--- src/rtl/serial_adder_pkg.sv ---
// Shared definitions for the bit-serial adder: FSM state encoding and default width.
package serial_adder_pkg;

  typedef enum logic {
    IDLE  = 1'b0,
    SHIFT = 1'b1
  } state_t;

  localparam int W_DEFAULT = 8;

endpackage

--- src/rtl/fulladder.sv ---
// Existing one-bit full adder cell (combckts); used as the serial adder's bit slice.
module fulladder (
  input  logic a,
  input  logic b,
  input  logic cin,
  output logic s,
  output logic c
);

  assign s = a ^ b ^ cin;
  assign c = (a & b) | (cin & (a ^ b));

endmodule

--- src/rtl/serial_adder.sv ---
// Bit-serial W-bit adder: one fulladder slice, LSB first, result registered after W clocks.
// Defining SERIAL_ADDER_OVF_EN adds the signed-overflow output ovf.
module serial_adder
  import serial_adder_pkg::*;
#(
  parameter int W = W_DEFAULT
) (
  input  logic         clk,
  input  logic         rst_n,
  input  logic         start,
  input  logic [W-1:0] a,
  input  logic [W-1:0] b,
  input  logic         cin,
  output logic         busy,
  output logic         done,
  output logic [W-1:0] sum,
  output logic         cout
`ifdef SERIAL_ADDER_OVF_EN
  ,
  output logic         ovf
`endif
);

  localparam int CW = $clog2(W + 1);
  localparam logic [CW-1:0] CNT_LAST = CW'(W - 1);
  localparam logic [CW-1:0] CNT_ONE  = CW'(1);

  state_t        state_r;
  logic [W-1:0]  a_sr_r;
  logic [W-1:0]  b_sr_r;
  logic [W-1:0]  s_sr_r;
  logic [W-1:0]  s_sr_next_s;
  logic          carry_r;
  logic [CW-1:0] cnt_r;
  logic          fa_s_s;
  logic          fa_c_s;

  fulladder u_fa (
    .a   (a_sr_r[0]),
    .b   (b_sr_r[0]),
    .cin (carry_r),
    .s   (fa_s_s),
    .c   (fa_c_s)
  );

  // New sum bit enters at the MSB so that after W shifts bit 0 holds the first result.
  generate
    if (W == 1) begin : g_w1
      assign s_sr_next_s = fa_s_s;
    end else begin : g_wn
      assign s_sr_next_s = {fa_s_s, s_sr_r[W-1:1]};
    end
  endgenerate

  // Control FSM and datapath registers, including the registered result outputs.
  always_ff @(posedge clk or negedge rst_n) begin
    if (!rst_n) begin
      state_r <= IDLE;
      a_sr_r  <= '0;
      b_sr_r  <= '0;
      s_sr_r  <= '0;
      carry_r <= 1'b0;
      cnt_r   <= '0;
      busy    <= 1'b0;
      done    <= 1'b0;
      sum     <= '0;
      cout    <= 1'b0;
`ifdef SERIAL_ADDER_OVF_EN
      ovf     <= 1'b0;
`endif
    end else begin
      done <= 1'b0;
      case (state_r)
        IDLE: begin
          if (start) begin
            a_sr_r  <= a;
            b_sr_r  <= b;
            carry_r <= cin;
            cnt_r   <= '0;
            busy    <= 1'b1;
            state_r <= SHIFT;
          end else begin
            busy    <= 1'b0;
            state_r <= IDLE;
          end
        end
        SHIFT: begin
          a_sr_r  <= a_sr_r >> 1'b1;
          b_sr_r  <= b_sr_r >> 1'b1;
          s_sr_r  <= s_sr_next_s;
          carry_r <= fa_c_s;
          cnt_r   <= cnt_r + CNT_ONE;
          if (cnt_r == CNT_LAST) begin
            sum     <= s_sr_next_s;
            cout    <= fa_c_s;
`ifdef SERIAL_ADDER_OVF_EN
            // carry_r is the carry into the MSB slice on this final shift.
            ovf     <= carry_r ^ fa_c_s;
`endif
            done    <= 1'b1;
            busy    <= 1'b0;
            state_r <= IDLE;
          end else begin
            busy    <= 1'b1;
            state_r <= SHIFT;
          end
        end
        default: begin
          busy    <= 1'b0;
          state_r <= IDLE;
        end
      endcase
    end
  end

endmodule

--- config.mk ---
export PLATFORM = sky130hd
export DESIGN_NAME = serial_adder
export DESIGN_NICKNAME = d
export VERILOG_FILES = /design/src/rtl/serial_adder_pkg.sv /design/src/rtl/fulladder.sv /design/src/rtl/serial_adder.sv
export SDC_FILE = /design/constraint.sdc
export NUM_CORES = 1
export LEC_CHECK = 0
export ABC_AREA = 1
export CORE_ASPECT_RATIO = 0.6
export CORE_MARGIN = 2
export CORE_UTILIZATION = 51
export DETAILED_ROUTE_END_ITERATION = 8
export PLACE_DENSITY = 0.78
export SYNTH_ARGS = -nofsm -noshare
export SYNTH_HDL_FRONTEND = slang
export SYNTH_HIERARCHICAL = 1
export SYNTH_SLANG_ARGS = --single-unit
--- constraint.sdc ---
create_clock -name clk -period 1.5 [get_ports clk]
set_input_delay 0.3 -clock clk [delete_from_list [all_inputs] [get_ports clk]]
set_output_delay 0.3 -clock clk [all_outputs]
set_load 0.01 [all_outputs]
==> results.json <==
{
  "p_sw_mw": 1.51,
  "r2r_cells": 7,
  "num-nets-final": 247,
  "design.die.area_mm2": 0.00373,
  "clkSinkCount": 39,
  "p_int_mw": 2.60,
  "rr_startpoint": "state_r",
  "via_per_inst": 5.19,
  "antenna_cells": 0,
  "timing.final.crit_share_pct": 95.7,
  "ys_types": 15,
  "portBuffers": 30,
  "grt_max_degree": 22,
  "antenna_found_initial": 0,
  "cts_root_buffer": "clkbuf_8",
  "first_global_vias": 1317,
  "min_period_ps": 1440,
  "coreArea_mm2": 0.00298,
  "dr.pass1.iters": 4,
  "maxSlewHeadroom_pct": 70.3,
  "syn_nets": 211,
  "io_pins": 31,
  "synth_cells": 189,
  "max_freq_mhz": 697,
  "routed_wl_um": 3810,
  "combPwrFrac_pct": 36.4,
  "regToRegEndpoint": "cnt_r[3]",
  "vias": 1392,
  "maxCapViolCount": 0,
  "cp.arrival_ps": 1140,
  "ys_seq_elements": 39,
  "h-tree-depth": 2,
  "fill_cells": 198,
  "start_kind": "flip-flop",
  "total_power_mw": 4.11,
  "clk-insertion-delay-late_ps": 290,
  "grt_util_met3_pct": 6.11,
  "setup_viol": 0,
  "grt_use_total_pct": 23.2,
  "met2_usage_pct": 38.1,
  "die_x_um": 77.5,
  "finalHoldViolCount": 0,
  "drt-initial-drc-count": 138,
  "min_path_cells": 2,
  "cts_buffers": 5,
  "p_per_area_mw_per_mm2": 1900,
  "gp_congestion": 0.810,
  "vdd_drop_max_uv": 1020,
  "timing.final.ws_setup_ps": 64.4,
  "grt-busiest-layer": "met2",
  "status": "finished clean",
  "min_path_type": "reg -> reg",
  "crit_path_end_kind": "output pin",
  "worstPathRequired_ps": 1200,
  "final_core_util_pct": 72.6,
  "r2r_slack_ps": 150,
  "synthesis.area_mm2": 0.00165,
  "synth_area_per_cell_um2": 8.75,
  "grt_overflow": 0,
  "grt_pass1_wl_um": 6260,
  "hold_slack_ps": 468,
  "rows": 15,
  "initial_core_util_pct": 55.4,
  "slowest_stage": "clkdlybuf4s50_1",
  "area_delta_synth_final_pct": 31.1,
  "sw_frac_of_total_pct": 36.8,
  "ys_seq_area_share_pct": 59.0,
  "worstHoldStart": "sum[1]",
  "die_y_um": 48.1,
  "grt.met1_usage_pct": 31.0,
  "drive_gt1_share_pct": 8.85,
  "cp_max_fo": 1,
  "worst_pin_slew_ps": 445,
  "drcViolationCount": 0,
  "clockBufferDepth": 2,
  "hold_end": "sum[1]",
  "path_delay_family": "buffers and inverters",
  "power_leakage_nw": 1.20,
  "cp_cell_sequence": "clkdlybuf4s50_1",
  "criticalPathCategory": "reg -> out",
  "skew_ps": 6.09,
  "wl_per_cell_um": 14.2,
  "seqPwrFrac_pct": 41.6,
  "antenna_left": 0,
  "path_buf_inv": 1,
  "dp_hpwl_um": 2620,
  "slowest_delay_ps": 520,
  "pwr-share-clk_pct": 22.0,
  "slew_viol_final": 0,
  "fin_setup_tns_ps": 0,
  "place_ws_ps": -36.0,
  "path_clk_slew_ps": 80,
  "cts_tree": "done",
  "yosys_warnings": 6
}
-- how the worst max path moves through the flow --
stage	start	endpoint	slack, ps	depth (start not counted)
2_1_floorplan	a_sr_r[0]	sum[7]	370	3
3_3_place_gp	start	b_sr_r[6]	40	5
3_5_place_dp	start	a_sr_r[3]	-40	5
4_1_cts	sum[7]	sum[7]	10	1
5_1_grt	state_r	cnt_r[3]	-0.5	7
6_report	done	done	60	1
-- metal layers --
metal / routed length (um) / share of wire (%)
met1: 1600 / 42
met2: 1850 / 49
met3: 302 / 7.9
met4: 55 / 1.4
met5: 0 / 0
-- sequential cells by signal, summed over array words and instances (netlist names) --
signal	count
a_sr_r	8
done	1
b_sr_r	8
carry_r	1
sum	8
cout	1
s_sr_r	7
cnt_r	4
state_r	1
-- cells by family after synthesis --
kind of cell	Yosys count	share of synthesized area, %
flip-flops	39	59.0
AO/OA/AOI/OAI	8	2.72
AND/OR/NAND/NOR	122	31.3
buffers and inverters	18	5.00
adder cells (fa/ha/maj)	2	1.97
-- repair_timing --
action,in CTS,in global routing
setup endpoints to repair,1,10
hold buffers,1,0
setup buffers,0,0
hold endpoints to repair,18,0
gates resized for setup,1,9
gates cloned,0,0
-- Yosys cell counts --
cell type  instances  area [um2]
nor2_1             2        7.51
fa_1               1        20.0
nand2_1           93         349
inv_1              9        33.8
nand2_4            1        11.3
ha_1               1        12.5
buf_2              3        15.0
nor2_4             3        33.8
inv_2              3        11.3
o211ai_1           2        15.0
a21oi_1            1        5.00
o21ai_0            5        25.0
buf_4              3        22.5
dfrtp_1           39         976
nand3_1           23         115
-- area by class of cell --
cell class	instances	area (um2)	share of cell area [%]
well taps	42	52.6	2.42
flip-flops and latches	39	976	45.0
inverters	12	45.0	2.08
repair buffers	35	382	17.6
multi-input cells	132	594	27.4
clock inverters	2	35.0	1.62
clock buffers	6	82.6	3.81
-- placed cells by master (no fill, tap or decap), types with 2 or more instances in the layout --
cell type / instances
buf_12: 2
buf_4: 2
clkbuf_8: 6
clkdlybuf4s50_1: 19
dfrtp_1: 39
dlymetal6s2s_1: 9
inv_1: 9
inv_2: 3
nand2_1: 93
nand3_1: 23
nor2_1: 2
nor2_4: 3
o211ai_1: 2
o21ai_0: 5
-- power groups by stage --
stage	Sequential, mW	Clock (mW)	Combinational [mW]
finish	1.71	0.904	1.50
global route	1.76	0.958	1.70
global placement	1.70	0	1.41
floorplan	1.72	0	0.900
CTS	1.71	0.905	1.53
detailed placement	1.72	0	1.51
-- per-stage QoR --
stage	cell area, um2	cells
finish	2170	268
global route	2170	268
floorplan	1650	189
detailed placement	2020	259
CTS	2140	268
global placement	2020	259
Power figures use the tool's default switching activity.
